File: src/rtl/mem_access.sv
// mem_access: memory-access stage sitting behind EX.
// Runs one data-bus transaction per load/store request, aligns and extends
// load data, and forwards ALU results with one cycle of latency.
// Optional build macro: MEM_TIMEOUT_EN adds a bus wait-cycle limit
// (TIMEOUT_CYC) that aborts a stuck transaction and pulses MEM_err.
module mem_access #(
  parameter int TIMEOUT_CYC = 255
) (
  input  logic        clk,
  input  logic        rst_n,
  input  logic        EX_x_rd_vld,
  input  logic [31:0] EX_x_rd,
  input  logic [31:0] EX_MEMaddr,
  input  logic [3:0]  EX_MEMrden,
  input  logic        EX_MEMrden_SEXT,
  input  logic [3:0]  EX_MEMwren,
  input  logic [31:0] EX_MEMwrdata,
  output logic        MEM_busy,
  output logic        MEM_x_rd_vld,
  output logic [31:0] MEM_x_rd,
  output logic        MEM_err,
  output logic        dbus_req,
  output logic        dbus_we,
  output logic [31:0] dbus_addr,
  output logic [3:0]  dbus_be,
  output logic [31:0] dbus_wdata,
  input  logic        dbus_ack,
  input  logic [31:0] dbus_rdata
);

  typedef enum logic [0:0] {IDLE = 1'b0, BUS = 1'b1} state_t;

  state_t      state_q, state_d;
  logic        req_q, req_d;
  logic        we_q, we_d;
  logic [31:0] addr_q, addr_d;
  logic [3:0]  be_q, be_d;
  logic [31:0] wdata_q, wdata_d;
  logic [1:0]  lane_q, lane_d;
  logic        sext_q, sext_d;
  logic        busy_q, busy_d;
  logic        rd_vld_q, rd_vld_d;
  logic [31:0] rd_q, rd_d;
  logic        err_q, err_d;

`ifdef MEM_TIMEOUT_EN
  localparam int CNT_W = ($clog2(TIMEOUT_CYC + 1) > 8) ? $clog2(TIMEOUT_CYC + 1) : 8;
  localparam logic [CNT_W-1:0] TO_LIM = CNT_W'(TIMEOUT_CYC);
  logic [CNT_W-1:0] cnt_q, cnt_d;
`endif

  // Pick the addressed byte/half/word out of the bus word and extend it.
  function automatic logic [31:0] load_extract(input logic [31:0] rdata,
                                               input logic [3:0]  be,
                                               input logic [1:0]  lane,
                                               input logic        sext);
    logic [15:0] half_v;
    logic [7:0]  byte_v;
    logic [31:0] res;
    half_v = 16'h0000;
    byte_v = 8'h00;
    res    = 32'h0000_0000;
    case (be)
      4'b1111: res = rdata;
      4'b0011: begin
        half_v = rdata[15:0];
        res    = {{16{sext & half_v[15]}}, half_v};
      end
      4'b1100: begin
        half_v = rdata[31:16];
        res    = {{16{sext & half_v[15]}}, half_v};
      end
      default: begin
        case (lane)
          2'd0:    byte_v = rdata[7:0];
          2'd1:    byte_v = rdata[15:8];
          2'd2:    byte_v = rdata[23:16];
          default: byte_v = rdata[31:24];
        endcase
        res = {{24{sext & byte_v[7]}}, byte_v};
      end
    endcase
    return res;
  endfunction

  // Next-state and next-output logic for the IDLE/BUS sequencer.
  always_comb begin
    state_d  = state_q;
    req_d    = req_q;
    we_d     = we_q;
    addr_d   = addr_q;
    be_d     = be_q;
    wdata_d  = wdata_q;
    lane_d   = lane_q;
    sext_d   = sext_q;
    busy_d   = busy_q;
    rd_vld_d = 1'b0;
    rd_d     = rd_q;
    err_d    = 1'b0;
`ifdef MEM_TIMEOUT_EN
    cnt_d    = cnt_q;
`endif
    case (state_q)
      IDLE: begin
        if ((|EX_MEMwren) || (|EX_MEMrden)) begin
          // A store wins if both enables are set.
          if (|EX_MEMwren) begin
            we_d = 1'b1;
            be_d = EX_MEMwren;
          end else begin
            we_d = 1'b0;
            be_d = EX_MEMrden;
          end
          addr_d  = {EX_MEMaddr[31:2], 2'b00};
          wdata_d = EX_MEMwrdata << {EX_MEMaddr[1:0], 3'b000};
          lane_d  = EX_MEMaddr[1:0];
          sext_d  = EX_MEMrden_SEXT;
          req_d   = 1'b1;
          busy_d  = 1'b1;
          state_d = BUS;
`ifdef MEM_TIMEOUT_EN
          cnt_d   = '0;
`endif
        end else if (EX_x_rd_vld) begin
          rd_vld_d = 1'b1;
          rd_d     = EX_x_rd;
        end else begin
          rd_vld_d = 1'b0;
        end
      end
      BUS: begin
        if (dbus_ack) begin
          req_d   = 1'b0;
          busy_d  = 1'b0;
          state_d = IDLE;
          if (!we_q) begin
            rd_vld_d = 1'b1;
            rd_d     = load_extract(dbus_rdata, be_q, lane_q, sext_q);
          end else begin
            rd_vld_d = 1'b0;
          end
`ifdef MEM_TIMEOUT_EN
        end else if (cnt_q == TO_LIM) begin
          req_d   = 1'b0;
          busy_d  = 1'b0;
          err_d   = 1'b1;
          state_d = IDLE;
          if (!we_q) begin
            rd_vld_d = 1'b1;
            rd_d     = 32'h0000_0000;
          end else begin
            rd_vld_d = 1'b0;
          end
        end else begin
          cnt_d = cnt_q + {{(CNT_W-1){1'b0}}, 1'b1};
        end
`else
        end else begin
          req_d = 1'b1;
        end
`endif
      end
      default: begin
        state_d = IDLE;
        req_d   = 1'b0;
        busy_d  = 1'b0;
      end
    endcase
  end

  // State and output registers with synchronous active-low reset.
  always_ff @(posedge clk) begin
    if (!rst_n) begin
      state_q  <= IDLE;
      req_q    <= 1'b0;
      we_q     <= 1'b0;
      addr_q   <= 32'h0000_0000;
      be_q     <= 4'b0000;
      wdata_q  <= 32'h0000_0000;
      lane_q   <= 2'b00;
      sext_q   <= 1'b0;
      busy_q   <= 1'b0;
      rd_vld_q <= 1'b0;
      rd_q     <= 32'h0000_0000;
      err_q    <= 1'b0;
`ifdef MEM_TIMEOUT_EN
      cnt_q    <= '0;
`endif
    end else begin
      state_q  <= state_d;
      req_q    <= req_d;
      we_q     <= we_d;
      addr_q   <= addr_d;
      be_q     <= be_d;
      wdata_q  <= wdata_d;
      lane_q   <= lane_d;
      sext_q   <= sext_d;
      busy_q   <= busy_d;
      rd_vld_q <= rd_vld_d;
      rd_q     <= rd_d;
      err_q    <= err_d;
`ifdef MEM_TIMEOUT_EN
      cnt_q    <= cnt_d;
`endif
    end
  end

  assign MEM_busy     = busy_q;
  assign MEM_x_rd_vld = rd_vld_q;
  assign MEM_x_rd     = rd_q;
  assign MEM_err      = err_q;
  assign dbus_req     = req_q;
  assign dbus_we      = we_q;
  assign dbus_addr    = addr_q;
  assign dbus_be      = be_q;
  assign dbus_wdata   = wdata_q;

endmodule

File: config.mk
export PLATFORM = sky130hd
export DESIGN_NAME = mem_access
export DESIGN_NICKNAME = d
export VERILOG_FILES = /design/src/rtl/mem_access.sv
export SDC_FILE = /design/constraint.sdc
export NUM_CORES = 1
export LEC_CHECK = 0
export ABC_AREA = 1
export BUFFER_PORTS_ARGS = -buffer_cell sky130_fd_sc_hd__buf_2
export CAP_MARGIN = 30
export CORE_ASPECT_RATIO = 1.5
export CORE_UTILIZATION = 34
export CTS_CLUSTER_DIAMETER = 80
export DETAILED_ROUTE_END_ITERATION = 8
export PLACE_DENSITY = 0.69
export SLEW_MARGIN = 40
export SYNTH_ARGS = -nofsm -noshare
export SYNTH_HDL_FRONTEND = slang
export SYNTH_SLANG_ARGS = --single-unit
File: constraint.sdc
create_clock -name clk -period 1.88 [get_ports clk]
set_clock_uncertainty 0.15 [all_clocks]
set_input_delay 0.188 -clock clk [delete_from_list [all_inputs] [get_ports clk]]
set_output_delay 0.188 -clock clk [all_outputs]
set_load 0.03 [all_outputs]
# Yosys cells after proc, flatten, opt, wreduce, memory -nomap -nowiden
# Cells that the tools add are included.
classes:
  n_shift: 1
  eq_ne: 10
  bitwise: 4
  reduce_logical: 8
  n_mux: 25
ops:
  columns: ["operator", "n"]
  rows:
  - ["$mux 32", 4]
  - ["$pmux 32 s3", 1]
  - ["$pmux 32 s2", 1]
  - ["$mux 8", 4]
  - ["$shl 32x5->32", 1]
  - ["$pmux 8 s3", 1]
  - ["$ne 2x2->1 const B", 5]
  - ["$mux 1", 9]
  - ["$eq 4x4->1 const B", 2]
  - ["$pmux 1 s2", 4]
  - ["$reduce_or 4->1", 2]
  - ["$eq 4x2->1 const B", 1]
  - ["$mux 4", 1]
  - ["$reduce_and 2->1", 2]
  - ["$reduce_and 4->1", 1]
  - ["$and 1x1->1", 3]
  - ["$reduce_or 3->1", 1]
  - ["$eq 2x1->1 const B", 1]
  - ["$eq 2x2->1 const B", 1]
  - ["$logic_not 2->1", 1]
  - ["$logic_or 1x1->1", 1]
  - ["$not 1->1", 1]
totals:
  inputBits: 141
  reg_bits: 106
  word_cells: 59

# Depth between registers and ports, before layout
logic_depth:
  word_depth: 11
  depth_mapped: 10

# Least setup slack after synthesis
# OpenSTA, ideal clock, no wires.
synth_timing:
  path_type: "reg-to-reg"
  startpoint: "register be_q[1], in the netlist dbus_be[1]"
  endpoint: "register rd_q[6], in the netlist MEM_x_rd[6]"
  setup_slack_ns: 0.196
  path_stages_with_launch: 9
  setup_ns: 0.132
  period_less_slack_ns: 1.684
  arrival_ns: 1.402
  path_cell_list: "dfxtp_1 > nor2_1 > nand2_2 > clkbuf_1 > o21ai_0 > a21oi_1 > nand2_1 > nand2_1 > a21oi_1"
synth_via:
  elab_chain_len: 5
  word_cells_on_any_way: 7
synth_rtl:
  columns: ["element", "line_no", "text"]
  rows:
  - ["start, declared", "37", "logic [3:0] be_q, be_d;"]
  - ["start signal, assigned", "178", "be_q <= 4'b0000;"]
  - ["start signal, assigned", "194", "be_q <= be_d;"]
  - ["$eq 4x4->1 or $eq 4x2->1 (tied branches)", null, null]
  - ["$pmux 32 s3 (*)", "63", "case (be)"]
  - ["$mux 32 (*)", "136", "if (!we_q) begin"]
  - ["$mux 32 (*)", "132", "if (dbus_ack) begin"]
  - ["$pmux 32 s2 (*)", "103", "case (state_q)"]
  - ["end signal, assigned", "200", "rd_q <= rd_d;"]
  - ["end, declared", "43", "logic [31:0] rd_q, rd_d;"]
# Mark *: on every way between the ends. The rest lies on a longest branch, timed or not. The select of a mux whose other input is x is not followed.
# A chain may end at the register's enable or synchronous reset.

# Worst setup path in the final report
layout_timing:
  startpoint: "register lane_q[1]"
  endpoint: "register rd_q[27], in the netlist MEM_x_rd[27]"
layout_via:
  elab_chain_len: 11
  word_cells_on_any_way: 13
layout_rtl:
  columns: ["element", "line_no", "text"]
  rows:
  - ["start, declared", "39", "logic [1:0] lane_q, lane_d;"]
  - ["start signal, assigned", "196", "lane_q <= lane_d;"]
  - ["$eq 2x2->1 (tied with other cells)", "74", "case (lane)"]
  - ["$pmux 8 s3 (*)", "74", null]
  - ["$mux 8 (*)", "63", null]
  - ["$mux 8 (*)", "136", null]
  - ["$mux 8 (*)", "132", null]
  - ["$mux 8 (*)", "103", null]
  - ["$and 1x1->1 (*)", "80", "res = {{24{sext & byte_v[7]}}, byte_v};"]
  - ["$pmux 32 s3 (*)", "63", null]
  - ["$mux 32 (*)", "136", null]
  - ["$mux 32 (*)", "132", null]
  - ["$pmux 32 s2 (*)", "103", null]
# Marked as above.

==> out/metrics.yaml <==
outcome: "finished clean"
hpwlAfterDp_mm: 12.9
fmax_mhz: 594
drtPass1Iterations: 7
die-area_mm2: 0.0164
port_buffers: 242
ys_types: 35
ios: 246
vdd_drop_max_v: 0.000449
synth_largest_area_cell: "dfxtp_1"
die-width_um: 105
diodes: 0
cts_sinks: 106
maxCapViolations: 0
drc: 0
die_h_um: 156
cp-start-kind: "register"
ctsRootBufferMaster: "clkbuf_16"
finalCriticalPeriod_ns: 1.68
final_hold_viol_count: 0
rsz0062_at_grt: "false"
setup_tns_ns: 0
core-area_mm2: 0.0156
max_slew.worst_pin.slew_ns: 0.510
crit_fanout: 24
syn_area_mm2: 0.00539
overflow: 0
synth-main-ff-cell: "dfxtp_1"
fillers: 1622
globalplace.congestion: 0.922
whs_ns: 0.0123
grt_pass1_wl_mm: 28.0
fin_ws_ns: 0.197
grt_max_degree: 53
rows: 56
total_power_uw: 5950
synth_seq_cells: 106
path_class: "reg -> reg"
cts_setup_buffers: 0
drive_gt1_share_pct: 31.9
synth_area_per_cell_um2: 6.79
cts_buffer_depth: 2
cts_max_level: 3
ys_seq_area_share_pct: 39.4
cp.required_ns: 2.00
synth-async-reset-ratio_pct: 0
mostFrequentLayoutCells: "242 x buf_2, 180 x nor2_1, 113 x nand2_1"
via_count: 6038
grt_pass1_vias: 5568
clock_latency_ns: 0.34
grt_antenna_before_repair: 0
area_growth_pct: 37.1
drtAntennaViolNets: 0
synth_top_area_share_pct: 39.4
initial_core_util_pct: 34.7
period_share_pct: 89.5
post-place-ws_ns: 0.144
synth_cells: 794
dr.first_iter.drc_count: 263
yosysWarnings: 0
endpoint_kind: "register"
grt.total_usage_pct: 21.5
cts_made_buffers: 9
min_path_type: "in -> reg"
synth-edff-count: 0
ys_top_cells_by_area: "dfxtp_1 39%, nor2_1 13%, o21ai_0 9.7%"
arrival_ns: 1.80
wl_per_cell_um: 14.3
viasPerCell: 4.82
nets: 1186
power_density_mw_per_mm2: 804
clkTransAtPathRegs_ns: 0.08
slew_violations: 0
cts_tree: "yes"
routed_wl_mm: 18.0
mostFrequentLayoutCell: "buf_2"
leakagePower_uw: 0.00369
setup_viol: 0
max_slew_margin_pct: 65.9
timing repair:
action / in CTS / in global routing
hold buffers: 33 / 0
hold endpoints to repair: 33 / 0
gates resized for setup: 0 / 0
cell families after synthesis:
logic type	after synthesis	share of synthesized area [%]
AND/OR/NAND/NOR	378	30.5
AO/OA/AOI/OAI	209	21.6
flip-flops	106	39.4
buffers and inverters	100	8.54
other	1	0.0696
registers in the layout (all words and copies together), names as in the netlist:
| signal | count |
|---|---|
| dbus_req | 1 |
| dbus_we | 1 |
| dbus_addr | 30 |
| lane_q | 2 |
| sext_q | 1 |
| MEM_x_rd_vld | 1 |
| dbus_wdata | 32 |
| state_q | 1 |
| MEM_busy | 1 |
| MEM_x_rd | 32 |
| dbus_be | 4 |
cell type report:
cell class / instances / area, µm² / share of cell area (%)
Tap cell: 203 / 254 / 3.44
Clock buffer: 10 / 239 / 3.23
Timing Repair Buffer: 294 / 1720 / 23.3
Multi-Input combinational cell: 590 / 2820 / 38.1
Inverter: 44 / 165 / 2.23
Clock inverter: 6 / 72.6 / 0.982
Sequential cell: 106 / 2120 / 28.7
stage by stage:
| stage | area [µm²] | utilization [%] | cells |
|---|---|---|---|
| floorplan | 5400 | - | 796 |
| detailed placement | 6750 | 43.4 | 1204 |
| global route | 7390 | 47.5 | 1253 |
| global placement | 6750 | 43.4 | 1204 |
| CTS | 7390 | 47.5 | 1253 |
| finish | 7390 | 47.5 | 1253 |
power breakdown:
group	switching, µW	total [µW]	internal (µW)
combinational	940	1450	513
sequential	95.6	2510	2410
clock	900	1990	1090
total	1940	5950	4010
final timing paths:
check        cells past startpoint          start            to  slack, ns
max                              7      lane_q[1]  MEM_x_rd[27]       0.20
min                              3  EX_MEMwren[0]    dbus_be[0]       0.01
max reg2reg                      7      lane_q[1]  MEM_x_rd[27]       0.20
min reg2reg                      2    MEM_x_rd[1]   MEM_x_rd[1]       0.32
routing by layer:
metal | vias to the layer above | GRT usage [%] | part of all wire [%]
li1 | 3081 | - | -
met3 | 44 | 4.46 | 6.1
met2 | 229 | 38.5 | 51
met1 | 2684 | 23.6 | 38
met4 | 0 | 11.7 | 4.5
met5 | - | 0 | 0
cells in the mapped netlist, types with 5 or more instances:
master    instances
dfxtp_1         106
or2_2            24
buf_2             8
buf_4            10
a22oi_1           6
nor2_1          180
a22oi_2           9
inv_1            39
buf_6             5
a21oi_1          75
a211oi_1          5
nand2_1         113
nor2_2            5
clkbuf_1         29
nand3_1          35
o21ai_0         104
worst max-delay path, cell delays in order (launching register included):
cell,delay [ns]
dfxtp_1,0.38
nor2_4,0.24
nand2_1,0.07
nand4_1,0.13
nand3_4,0.27
nand3_1,0.15
nand2_1,0.08
a21oi_1,0.13
No activity file was read; power rests on OpenSTA's default activity.
